===== src/rtl/alu_isa_pkg.sv =====
// ISA constants, instruction field positions and sequencer state encoding
// shared by the alu_seq_ctrl sequencer, its opcode decoder and its interface.
package alu_isa_pkg;

    localparam int OP_HI  = 31;
    localparam int OP_LO  = 26;
    localparam int RD_HI  = 25;
    localparam int RD_LO  = 21;
    localparam int RS1_HI = 20;
    localparam int RS1_LO = 16;
    localparam int RS2_HI = 15;
    localparam int RS2_LO = 11;
    localparam int IMM_HI = 15;
    localparam int IMM_LO = 0;

    localparam logic [5:0] OP_NOP   = 6'd0;
    localparam logic [5:0] OP_ADD   = 6'd1;
    localparam logic [5:0] OP_SUB   = 6'd2;
    localparam logic [5:0] OP_STORE = 6'd3;
    localparam logic [5:0] OP_LOAD  = 6'd4;
    localparam logic [5:0] OP_MOVE  = 6'd5;
    localparam logic [5:0] OP_SGE   = 6'd6;
    localparam logic [5:0] OP_SLE   = 6'd7;
    localparam logic [5:0] OP_SGT   = 6'd8;
    localparam logic [5:0] OP_SLT   = 6'd9;
    localparam logic [5:0] OP_SEQ   = 6'd10;
    localparam logic [5:0] OP_SNE   = 6'd11;
    localparam logic [5:0] OP_AND   = 6'd12;
    localparam logic [5:0] OP_OR    = 6'd13;
    localparam logic [5:0] OP_XOR   = 6'd14;
    localparam logic [5:0] OP_NOT   = 6'd15;
    localparam logic [5:0] OP_MOVEI = 6'd16;
    localparam logic [5:0] OP_SLI   = 6'd17;
    localparam logic [5:0] OP_SRI   = 6'd18;
    localparam logic [5:0] OP_ADDI  = 6'd19;
    localparam logic [5:0] OP_SUBI  = 6'd20;
    localparam logic [5:0] OP_JUMP  = 6'd21;
    localparam logic [5:0] OP_BRA   = 6'd22;

    typedef enum logic [2:0] {
        ST_IDLE   = 3'd0,
        ST_FETCH  = 3'd1,
        ST_DECODE = 3'd2,
        ST_EXEC   = 3'd3,
        ST_MEM    = 3'd4,
        ST_WB     = 3'd5
    } state_t;

    typedef struct packed {
        logic legal;
        logic a_sel;
        logic b_sel;
        logic is_load;
        logic is_store;
        logic is_jump;
        logic is_bra;
        logic writes_rf;
    } dec_t;

endpackage


===== src/rtl/alu_seq_ctrl_if.sv =====
// Instruction- and data-memory handshake bundle between the sequencer (master)
// and the memories (slave).
interface alu_seq_ctrl_if #(
    parameter int PC_W = 16
);
    logic            imem_req;
    logic [PC_W-1:0] imem_addr;
    logic            imem_ack;
    logic [31:0]     imem_data;
    logic            dmem_req;
    logic            dmem_we;
    logic [31:0]     dmem_addr;
    logic [31:0]     dmem_wdata;
    logic            dmem_ack;
    logic [31:0]     dmem_rdata;

    modport master (
        output imem_req, imem_addr, dmem_req, dmem_we, dmem_addr, dmem_wdata,
        input  imem_ack, imem_data, dmem_ack, dmem_rdata
    );

    modport slave (
        input  imem_req, imem_addr, dmem_req, dmem_we, dmem_addr, dmem_wdata,
        output imem_ack, imem_data, dmem_ack, dmem_rdata
    );
endinterface


===== src/rtl/alu_op_decode.sv =====
// Combinational opcode classifier: maps the 6-bit opcode onto the control
// attributes the sequencer needs to pick its state path and operand muxes.
module alu_op_decode
    import alu_isa_pkg::*;
(
    input  logic [5:0] op,
    output dec_t       dec
);
    always_comb begin
        dec           = '0;
        dec.legal     = (op <= OP_BRA);
        dec.a_sel     = (op == OP_MOVEI);
        dec.b_sel     = op inside {OP_STORE, OP_LOAD, OP_SLI, OP_SRI, OP_ADDI, OP_SUBI};
        dec.is_load   = (op == OP_LOAD);
        dec.is_store  = (op == OP_STORE);
        dec.is_jump   = (op == OP_JUMP);
        dec.is_bra    = (op == OP_BRA);
        // LOAD writes the register file too, but only after its MEM phase
        dec.writes_rf = dec.legal && !(op inside {OP_NOP, OP_STORE, OP_JUMP, OP_BRA});
    end
endmodule


===== src/rtl/alu_seq_ctrl.sv =====
// Multi-cycle fetch/decode/exec/mem/wb sequencer owning the PC.
// Optional retired-instruction counter enabled by `define ALU_SEQ_PERF_EN.
module alu_seq_ctrl
    import alu_isa_pkg::*;
#(
    parameter int              PC_W     = 16,
    parameter logic [PC_W-1:0] RESET_PC = '0
) (
    input  logic              clock,
    input  logic              reset_n,
    input  logic              run,
    alu_seq_ctrl_if.master    mem,
    output logic [4:0]        rf_ra1,
    output logic [4:0]        rf_ra2,
    input  logic [31:0]       rf_rd1,
    input  logic [31:0]       rf_rd2,
    output logic [5:0]        alu_opc,
    output logic              alu_a_sel,
    output logic              alu_b_sel,
    output logic [31:0]       imm_ext,
    input  logic [31:0]       alu_result,
    output logic              rf_we,
    output logic [4:0]        rf_wa,
    output logic [31:0]       rf_wd,
    output logic [PC_W-1:0]   pc,
    output logic              busy,
    output logic              illegal_op
`ifdef ALU_SEQ_PERF_EN
    ,
    output logic [31:0]       instr_retired
`endif
);

    state_t          state_reg;
    logic [PC_W-1:0] pc_reg;
    logic [31:0]     ir_reg;
    logic [31:0]     res_reg;
    logic [31:0]     wdata_reg;
    logic [31:0]     imm_reg;
    logic [31:0]     rf_wd_reg;
    logic [4:0]      ra1_reg;
    logic [4:0]      ra2_reg;
    logic [4:0]      rf_wa_reg;
    logic [5:0]      alu_opc_reg;
    logic            a_sel_reg;
    logic            b_sel_reg;
    logic            imem_req_reg;
    logic            dmem_req_reg;
    logic            dmem_we_reg;
    logic            rf_we_reg;
    logic            illegal_reg;

    logic [5:0]      op;
    logic [4:0]      rd;
    logic [4:0]      rs1;
    logic [4:0]      rs2;
    dec_t            dec;

    assign op  = ir_reg[OP_HI:OP_LO];
    assign rd  = ir_reg[RD_HI:RD_LO];
    assign rs1 = ir_reg[RS1_HI:RS1_LO];
    assign rs2 = ir_reg[RS2_HI:RS2_LO];

    alu_op_decode u_dec (
        .op  (op),
        .dec (dec)
    );

    logic            take_branch;
    logic            exec_done;
    logic            store_done;
    logic            last_cycle;
    logic [PC_W-1:0] pc_next;

    // rf_rd1 is only meaningful in EXEC, which is the only final state of JUMP/BRA
    assign take_branch = dec.is_jump | (dec.is_bra & (rf_rd1 != 32'd0));
    assign pc_next     = take_branch ? pc_reg + PC_W'(1) + imm_reg[PC_W-1:0]
                                     : pc_reg + PC_W'(1);
    assign exec_done   = (state_reg == ST_EXEC) &
                         ~(dec.is_load | dec.is_store | dec.writes_rf);
    assign store_done  = (state_reg == ST_MEM) & mem.dmem_ack & dec.is_store;
    assign last_cycle  = exec_done | store_done | (state_reg == ST_WB);

    always_ff @(posedge clock or negedge reset_n) begin
        if (!reset_n) begin
            state_reg    <= ST_IDLE;
            pc_reg       <= RESET_PC;
            ir_reg       <= '0;
            res_reg      <= '0;
            wdata_reg    <= '0;
            imm_reg      <= '0;
            rf_wd_reg    <= '0;
            ra1_reg      <= '0;
            ra2_reg      <= '0;
            rf_wa_reg    <= '0;
            alu_opc_reg  <= '0;
            a_sel_reg    <= 1'b0;
            b_sel_reg    <= 1'b0;
            imem_req_reg <= 1'b0;
            dmem_req_reg <= 1'b0;
            dmem_we_reg  <= 1'b0;
            rf_we_reg    <= 1'b0;
            illegal_reg  <= 1'b0;
        end else begin
            illegal_reg <= 1'b0;
            unique case (state_reg)
                ST_IDLE: begin
                    if (run) begin
                        state_reg    <= ST_FETCH;
                        imem_req_reg <= 1'b1;
                    end
                end
                ST_FETCH: begin
                    if (mem.imem_ack) begin
                        ir_reg       <= mem.imem_data;
                        imem_req_reg <= 1'b0;
                        state_reg    <= ST_DECODE;
                    end
                end
                ST_DECODE: begin
                    ra1_reg     <= rs1;
                    ra2_reg     <= dec.is_store ? rd : rs2;
                    imm_reg     <= {{16{ir_reg[IMM_HI]}}, ir_reg[IMM_HI:IMM_LO]};
                    alu_opc_reg <= (dec.writes_rf | dec.is_store) ? op : OP_NOP;
                    a_sel_reg   <= dec.a_sel;
                    b_sel_reg   <= dec.b_sel;
                    illegal_reg <= ~dec.legal;
                    state_reg   <= ST_EXEC;
                end
                ST_EXEC: begin
                    res_reg     <= alu_result;
                    wdata_reg   <= rf_rd2;
                    alu_opc_reg <= OP_NOP;
                    a_sel_reg   <= 1'b0;
                    b_sel_reg   <= 1'b0;
                    if (dec.is_load || dec.is_store) begin
                        state_reg    <= ST_MEM;
                        dmem_req_reg <= 1'b1;
                        dmem_we_reg  <= dec.is_store;
                    end else if (dec.writes_rf) begin
                        state_reg <= ST_WB;
                        rf_we_reg <= 1'b1;
                        rf_wa_reg <= rd;
                        rf_wd_reg <= alu_result;
                    end
                end
                ST_MEM: begin
                    if (mem.dmem_ack) begin
                        dmem_req_reg <= 1'b0;
                        dmem_we_reg  <= 1'b0;
                        if (dec.is_load) begin
                            state_reg <= ST_WB;
                            rf_we_reg <= 1'b1;
                            rf_wa_reg <= rd;
                            rf_wd_reg <= mem.dmem_rdata;
                        end
                    end
                end
                ST_WB: begin
                    rf_we_reg <= 1'b0;
                end
                default: state_reg <= ST_IDLE;
            endcase

            // Common retirement: advance the PC and choose fetch or idle
            if (last_cycle) begin
                pc_reg       <= pc_next;
                state_reg    <= run ? ST_FETCH : ST_IDLE;
                imem_req_reg <= run;
            end
        end
    end

`ifdef ALU_SEQ_PERF_EN
    logic [31:0] retired_reg;

    always_ff @(posedge clock or negedge reset_n) begin
        if (!reset_n) begin
            retired_reg <= '0;
        end else if (last_cycle && dec.legal) begin
            retired_reg <= retired_reg + 32'd1;
        end
    end

    assign instr_retired = retired_reg;
`endif

    assign mem.imem_req   = imem_req_reg;
    assign mem.imem_addr  = pc_reg;
    assign mem.dmem_req   = dmem_req_reg;
    assign mem.dmem_we    = dmem_we_reg;
    assign mem.dmem_addr  = res_reg;
    assign mem.dmem_wdata = wdata_reg;
    assign rf_ra1         = ra1_reg;
    assign rf_ra2         = ra2_reg;
    assign alu_opc        = alu_opc_reg;
    assign alu_a_sel      = a_sel_reg;
    assign alu_b_sel      = b_sel_reg;
    assign imm_ext        = imm_reg;
    assign rf_we          = rf_we_reg;
    assign rf_wa          = rf_wa_reg;
    assign rf_wd          = rf_wd_reg;
    assign pc             = pc_reg;
    assign busy           = (state_reg != ST_IDLE);
    assign illegal_op     = illegal_reg;

endmodule


===== src/flat_wrapper.sv =====
// flat-port wrapper written by rule: the top's interface ports become plain ports
module alu_seq_ctrl_flat import alu_isa_pkg::*;
#(
    parameter int              PC_W     = 16,
    parameter logic [PC_W-1:0] RESET_PC = '0
)
  (clock, reset_n, run, rf_ra1, rf_ra2, rf_rd1, rf_rd2, alu_opc, alu_a_sel, alu_b_sel, imm_ext, alu_result, rf_we, rf_wa, rf_wd, pc, busy, illegal_op, mem_imem_req, mem_imem_addr, mem_dmem_req, mem_dmem_we, mem_dmem_addr, mem_dmem_wdata, mem_imem_ack, mem_imem_data, mem_dmem_ack, mem_dmem_rdata);
  alu_seq_ctrl_if #(.PC_W(PC_W)) mem_i ();
  input  logic clock;
  input  logic reset_n;
  input  logic run;
  output logic [4:0] rf_ra1;
  output logic [4:0] rf_ra2;
  input  logic [31:0] rf_rd1;
  input  logic [31:0] rf_rd2;
  output logic [5:0] alu_opc;
  output logic alu_a_sel;
  output logic alu_b_sel;
  output logic [31:0] imm_ext;
  input  logic [31:0] alu_result;
  output logic rf_we;
  output logic [4:0] rf_wa;
  output logic [31:0] rf_wd;
  output logic [PC_W-1:0] pc;
  output logic busy;
  output logic illegal_op;
  output wire logic [$bits(mem_i.imem_req)-1:0] mem_imem_req;
  output wire logic [$bits(mem_i.imem_addr)-1:0] mem_imem_addr;
  output wire logic [$bits(mem_i.dmem_req)-1:0] mem_dmem_req;
  output wire logic [$bits(mem_i.dmem_we)-1:0] mem_dmem_we;
  output wire logic [$bits(mem_i.dmem_addr)-1:0] mem_dmem_addr;
  output wire logic [$bits(mem_i.dmem_wdata)-1:0] mem_dmem_wdata;
  input wire logic [$bits(mem_i.imem_ack)-1:0] mem_imem_ack;
  input wire logic [$bits(mem_i.imem_data)-1:0] mem_imem_data;
  input wire logic [$bits(mem_i.dmem_ack)-1:0] mem_dmem_ack;
  input wire logic [$bits(mem_i.dmem_rdata)-1:0] mem_dmem_rdata;
  assign mem_imem_req = mem_i.imem_req;
  assign mem_imem_addr = mem_i.imem_addr;
  assign mem_dmem_req = mem_i.dmem_req;
  assign mem_dmem_we = mem_i.dmem_we;
  assign mem_dmem_addr = mem_i.dmem_addr;
  assign mem_dmem_wdata = mem_i.dmem_wdata;
  assign mem_i.imem_ack = mem_imem_ack;
  assign mem_i.imem_data = mem_imem_data;
  assign mem_i.dmem_ack = mem_dmem_ack;
  assign mem_i.dmem_rdata = mem_dmem_rdata;
  alu_seq_ctrl #(.PC_W(PC_W), .RESET_PC(RESET_PC)) u_core (.clock(clock), .reset_n(reset_n), .run(run), .mem(mem_i), .rf_ra1(rf_ra1), .rf_ra2(rf_ra2), .rf_rd1(rf_rd1), .rf_rd2(rf_rd2), .alu_opc(alu_opc), .alu_a_sel(alu_a_sel), .alu_b_sel(alu_b_sel), .imm_ext(imm_ext), .alu_result(alu_result), .rf_we(rf_we), .rf_wa(rf_wa), .rf_wd(rf_wd), .pc(pc), .busy(busy), .illegal_op(illegal_op));
endmodule

===== config.mk =====
export PLATFORM = sky130hd
export DESIGN_NAME = alu_seq_ctrl_flat
export DESIGN_NICKNAME = d
export VERILOG_FILES = /design/src/rtl/alu_isa_pkg.sv /design/src/rtl/alu_seq_ctrl_if.sv /design/src/rtl/alu_op_decode.sv /design/src/rtl/alu_seq_ctrl.sv /design/src/flat_wrapper.sv
export SDC_FILE = /design/constraint.sdc
export NUM_CORES = 1
export LEC_CHECK = 0
export CAP_MARGIN = 20
export CORE_ASPECT_RATIO = 1.4
export CORE_UTILIZATION = 46
export CTS_BUF_LIST = sky130_fd_sc_hd__clkbuf_8
export DETAILED_ROUTE_END_ITERATION = 8
export HOLD_SLACK_MARGIN = 0.02
export MAX_ROUTING_LAYER = met4
export PLACE_DENSITY = 0.9
export SYNTH_ARGS = -nofsm -noshare
export SYNTH_HDL_FRONTEND = slang
export SYNTH_SLANG_ARGS = --single-unit

===== constraint.sdc =====
create_clock -name clock -period 4.9 [get_ports clock]
set_clock_uncertainty 0.05 [all_clocks]
set_input_delay 1.47 -clock clock [delete_from_list [all_inputs] [get_ports clock]]
set_output_delay 1.47 -clock clock [all_outputs]
set_load 0.05 [all_outputs]

# --- Yosys cells after proc, flatten, opt, wreduce, memory -nomap -nowiden ---
# Index checks and enable logic that the tools add are counted.
totals:
  ff_bits: 191
  latchBits: 0
  mem_bits_rw: 0
  romBits: 0
  out_inout_bits: 189
  wordCells: 117
  n_memories: 0
classes:
  n_addsub: 2
  mul: 0
  n_div: 0
  n_lt_le_gt_ge: 1
  n_eq_ne: 25
  shifts: 0
  muxes: 40
  n_bitwise: 12
  reduce_logical: 19
op_table:
  columns: ["cell", "count"]
  rows:
  - ["2-to-1 mux 32 bit", 4]
  - ["one-hot mux 32 bit (2 select lines)", 1]
  - ["== test 6 x 5 -> 1 bit (second input constant)", 7]
  - ["nonzero test 32 bit", 1]
  - ["2-to-1 mux 5 bit", 5]
  - ["2-to-1 mux 3 bit", 7]
  - ["one-hot mux 3 bit (6 select lines)", 1]
  - ["adder 16 x 1 -> 16 bit (second input constant)", 1]
  - ["adder 16 bit", 1]
  - ["2-to-1 mux 16 bit", 1]
  - ["2-to-1 mux 1 bit", 12]
  - ["one-hot mux 6 bit (2 select lines)", 1]
  - ["one-hot mux 1 bit (2 select lines)", 5]
  - ["one-hot mux 5 bit (2 select lines)", 1]
  - ["AND reduction 5 bit", 2]
  - ["inequality test 3 x 2 -> 1 bit (second input constant)", 3]
  - ["nonzero test 3 bit", 3]
  - ["== test 3 x 2 -> 1 bit (second input constant)", 2]
  - ["== test 3 bit (second input constant)", 2]
  - ["== test 6 x 2 -> 1 bit (second input constant)", 1]
  - ["== test 6 x 3 -> 1 bit (second input constant)", 1]
  - ["<= comparator 6 x 5 -> 1 bit (second input constant)", 1]
  - ["zero test 6 bit", 1]
  - ["2-to-1 mux 6 bit", 1]
  - ["other kinds (19)", 34]

# --- Depth between registers and ports, before layout ---
depth:
  ltp_word: 11
  mapped_depth: 15

# --- Modules after synthesis ---
# A second synthesis with hierarchy kept.
unflattened:
  hier_cells: 926
  area_unflattened_um2: 9315.2
by_module_without_submodules:
  columns: ["module", "n_inst", "cells_per_inst", "area_each_um2", "seq_area_each_um2"]
  rows:
  - ["alu_seq_ctrl", 1, 901, 9133.8, 4779.6]
  - ["alu_op_decode", 1, 25, 181.4, 0.0]

# --- Least setup slack after synthesis ---
# OpenSTA, ideal clock, no wires.
synth_timing:
  kind: "reg2reg"
  startpoint: "register u_core.pc_reg[1] (netlist: u_core.mem.imem_addr[1])"
  endpoint: "register u_core.pc_reg[15] (netlist: u_core.mem.imem_addr[15])"
  arrival_time_ns: 3.951
  setup_slack_ns: 0.772
  path_stages_with_launch: 16
  n_path_buf: 2
  period_less_slack_ns: 4.128
  cell_sequence: "dfrtp_1 ha_1 and3_1 and3_1 clkbuf_1 nand3_1 xnor2_1 ha_1 buf_6 a21o_1 a31o_1 a211o_1 o41a_1 a21oi_1 mux2_1 a311o_1"
synth_between:
  elab_chain_cells: 3
synth_lines:
  columns: ["element", "line_no", "source"]
  rows:
  - ["start, declared", "alu_seq_ctrl.sv:35", "logic [PC_W-1:0] pc_reg;"]
  - ["start signal, assigned", "alu_seq_ctrl.sv:167", "pc_reg <= pc_next;"]
  - ["adder 16 x 1 -> 16 bit *", "alu_seq_ctrl.sv:77, alu_seq_ctrl.sv:78", null]
  - ["adder 16 bit", "alu_seq_ctrl.sv:77", "assign pc_next = take_branch ? pc_reg + PC_W'(1) + imm_reg[PC_W-1:0]"]
  - ["2-to-1 mux 16 bit *", "alu_seq_ctrl.sv:77", null]
# Mark *: on every way between the ends. The rest lies on a longest branch, timed or not.
# A chain may end at the register's enable or synchronous reset.

# --- Worst setup path after layout ---
# Ends and elaborated chain as after synthesis.

==> metrics.yaml <==
run_status: "completed"
route.detailed.drc: 0
ioPinCount: 354
ys_seq_elements: 191
worstHoldStart: "u_core.rf_wa[3]$_DFFE_PN0P_"
grt_antenna_before_repair: 0
worst_setup_path_end_kind: "flop"
timing.max_cap.violations: 0
timing_worst_slew_pin_value_ns: 0.962
routed_wl_um: 25900
ant_nets: 0
avgRoutedWirePerCell_um: 18.9
chipHeight_um: 170
cts-root-to-sink-buffers: 2
yosysWarningCount: 0
postSynth.topFlopCell: "sky130_fd_sc_hd__dfrtp_1"
initial_utilization_pct: 46.7
root_buffer_master: "sky130_fd_sc_hd__clkbuf_8"
slew_headroom_pct: 35.7
grt_pass1_vias: 7639
reg2reg_to: "u_core.mem.imem_addr[15]$_DFFE_PN0P_"
ant_diodes: 0
fin_nets: 1290
floorplan.die_area_um2: 20700
synth-edff-count: 0
hold-path-cell-count: 1
hold_viol: 0
timing_worst_setup_path_type: "flop to flop"
synth_area_um2: 9270
fin_tns_setup_ns: 0
layout.filler_cells: 1434
ff2ff_setup_slack_ns: 0.94
hpwl_um: 19300
utilization_pct: 66.5
timing.fmax_ghz: 0.252
async_reset_ff_share_pct: 100
min_to: "u_core.rf_wa[3]$_DFFE_PN0P_"
worstRegToRegCells: 13
place_ws_ns: 0.792
crit_path_start_kind: "flop"
largest_net_degree_at_the_start_of_global_routing: 98
core-area_um2: 19800
tritoncts_num_sinks: 191
critical_path_arrival_ns: 4.26
setup_violations: 0
final_layout_size_suffix_gt1_share_pct: 15.7
place.port_buffers: 353
synth_fp_nets: 981
dr_total_vias: 7470
synthDistinctLibCells: 65
cts_buffers: 17
worstSkewPairLatency_ns: 0.46
post_route_minimum_period_ns: 3.96
htree_levels: 4
synth_cells: 798
cp.required_ns: 5.19
placer_s_final_routability_congestion_estimate: 0.922
gr-total-overflow: 0
final_cell_mix: "sky130_fd_sc_hd__clkdlybuf4s50_1 (352), sky130_fd_sc_hd__dfrtp_1 (191), sky130_fd_sc_hd__mux2_2 (118), sky130_fd_sc_hd__a21oi_1 (70), sky130_fd_sc_hd__nor2_1 (56)"
rsz0062_at_grt: "false"
finalWorstSetupSlack_ns: 0.937
grt_use_total_pct: 26.0
fp.dieW_um: 122
synthToLayoutAreaGrowth_pct: 42.4
mostFrequentLayoutCell: "sky130_fd_sc_hd__clkdlybuf4s50_1"
detailed_router_iteration_count_before_antenna_repair: 5
cts.clk_slew.worst_paths_ns: 0.09
hold_path_class: "flop to flop"
final.period_utilization_pct: 80.9
syn_avg_cell_area_um2: 11.6
crit-reg2reg-launch: "u_core.mem.imem_addr[1]$_DFFE_PN0P_"
tritoncts: "built"
via_per_inst: 5.44
placement_rows: 61
yosysSeqAreaShare_pct: 51.6
drt_iter0_markers: 424
grt_pass1_wl_um: 39600
slew_viol_final: 0
cts-resized-gates: 0
ctsHoldBuffers: 0
critical_path.max_fanout: 7
cts_setup_buffers: 0
area by class of cell:
type	instances	area [µm²]	area share [%]
Clock inverter	13	136	1.03
Clock buffer	19	262	1.98
Sequential cell	191	4780	36.2
Multi-Input combinational cell	521	4030	30.5
Timing Repair Buffer	365	3640	27.6
Tap cell	252	315	2.39
Inverter	11	41.3	0.313
per-layer routing:
metal | track usage, % | vias up | routed length (µm)
met3 | 6.23 | 60 | 1810
met2 | 45.0 | 327 | 13700
met4 | 11.7 | 0 | 888
met1 | 27.9 | 3642 | 9430
met5 | - | - | 0
li1 | - | 3441 | -
cell families (layout without fill, tap and decap cells):
family,after synthesis,in the layout,share of synthesized area (%)
mux,160,160,18.9
fa+ha+maj,18,18,2.51
xor+xnor,26,26,2.46
buf+inv,86,408,5.33
compound gates,153,153,10.2
flops,191,191,51.6
simple gates,164,164,9.04
critical path, cell delays in order (launching register included):
cell                      delay [ns]
sky130_fd_sc_hd__dfrtp_1        0.41
sky130_fd_sc_hd__ha_1           0.27
sky130_fd_sc_hd__and3_1         0.20
sky130_fd_sc_hd__and3_1         0.27
sky130_fd_sc_hd__nand3_1        0.16
sky130_fd_sc_hd__xnor2_1        0.18
sky130_fd_sc_hd__ha_1           0.38
sky130_fd_sc_hd__a21o_1         0.22
sky130_fd_sc_hd__a31o_1         0.23
sky130_fd_sc_hd__a211o_1        0.28
sky130_fd_sc_hd__o41a_1         0.40
sky130_fd_sc_hd__a21oi_1        0.19
sky130_fd_sc_hd__mux2_1         0.34
sky130_fd_sc_hd__a311o_1        0.26
how the worst max path moves through the flow:
| stage | start | end | slack (ns) | cells after the start |
|---|---|---|---|---|
| 6_report | u_core.mem.imem_addr[1]$_DFFE_PN0P_ | u_core.mem.imem_addr[15]$_DFFE_PN0P_ | 0.94 | 13 |
| 5_1_grt | u_core.mem.imem_addr[0]$_DFFE_PN0P_ | u_core.mem.imem_addr[15]$_DFFE_PN0P_ | 0.67 | 13 |
| 4_1_cts | u_core.mem.imem_addr[1]$_DFFE_PN0P_ | u_core.mem.imem_addr[15]$_DFFE_PN0P_ | 0.98 | 13 |
| 3_5_place_dp | rf_rd1[7] | u_core.mem.imem_addr[3]$_DFFE_PN0P_ | 0.79 | 7 |
| 3_3_place_gp | rf_rd1[7] | u_core.mem.imem_addr[3]$_DFFE_PN0P_ | 0.81 | 7 |
| 2_1_floorplan | u_core.mem.imem_addr[1]$_DFFE_PN0P_ | u_core.mem.imem_addr[15]$_DFFE_PN0P_ | 0.77 | 15 |
cells in the mapped netlist (8+ instances only):
library cell               number  area (µm²)
sky130_fd_sc_hd__buf_2         17        85.1
sky130_fd_sc_hd__nor2_1        58         218
sky130_fd_sc_hd__mux2_2       118        1330
sky130_fd_sc_hd__nand3_1       15        75.1
sky130_fd_sc_hd__xor2_1         8        70.1
sky130_fd_sc_hd__o21ai_0       26         130
sky130_fd_sc_hd__a21oi_1       70         350
sky130_fd_sc_hd__buf_4         38         285
sky130_fd_sc_hd__mux2i_1       38         380
sky130_fd_sc_hd__dfrtp_1      191        4780
sky130_fd_sc_hd__a22o_1        11        96.3
sky130_fd_sc_hd__clkbuf_1      12        45.0
sky130_fd_sc_hd__ha_1          17         213
sky130_fd_sc_hd__xnor2_1       18         158
sky130_fd_sc_hd__inv_1         10        37.5
sky130_fd_sc_hd__nor3_1        11        55.1
sky130_fd_sc_hd__nand2_1       31         116
metrics by stage:
stage                     hold WS (ns)  instance area [µm²]  std cells
after global routing             0.463                13200       1372
after detailed placement         0.420                12800       1339
after CTS                        0.451                13200       1371
after global placement           0.411                12800       1339
final                            0.443                13200       1372
after floorplan                  0.417                 9270        798
Power is not shown: default switching activity piles up to over one toggle a cycle in this logic, so the estimate is an artifact.
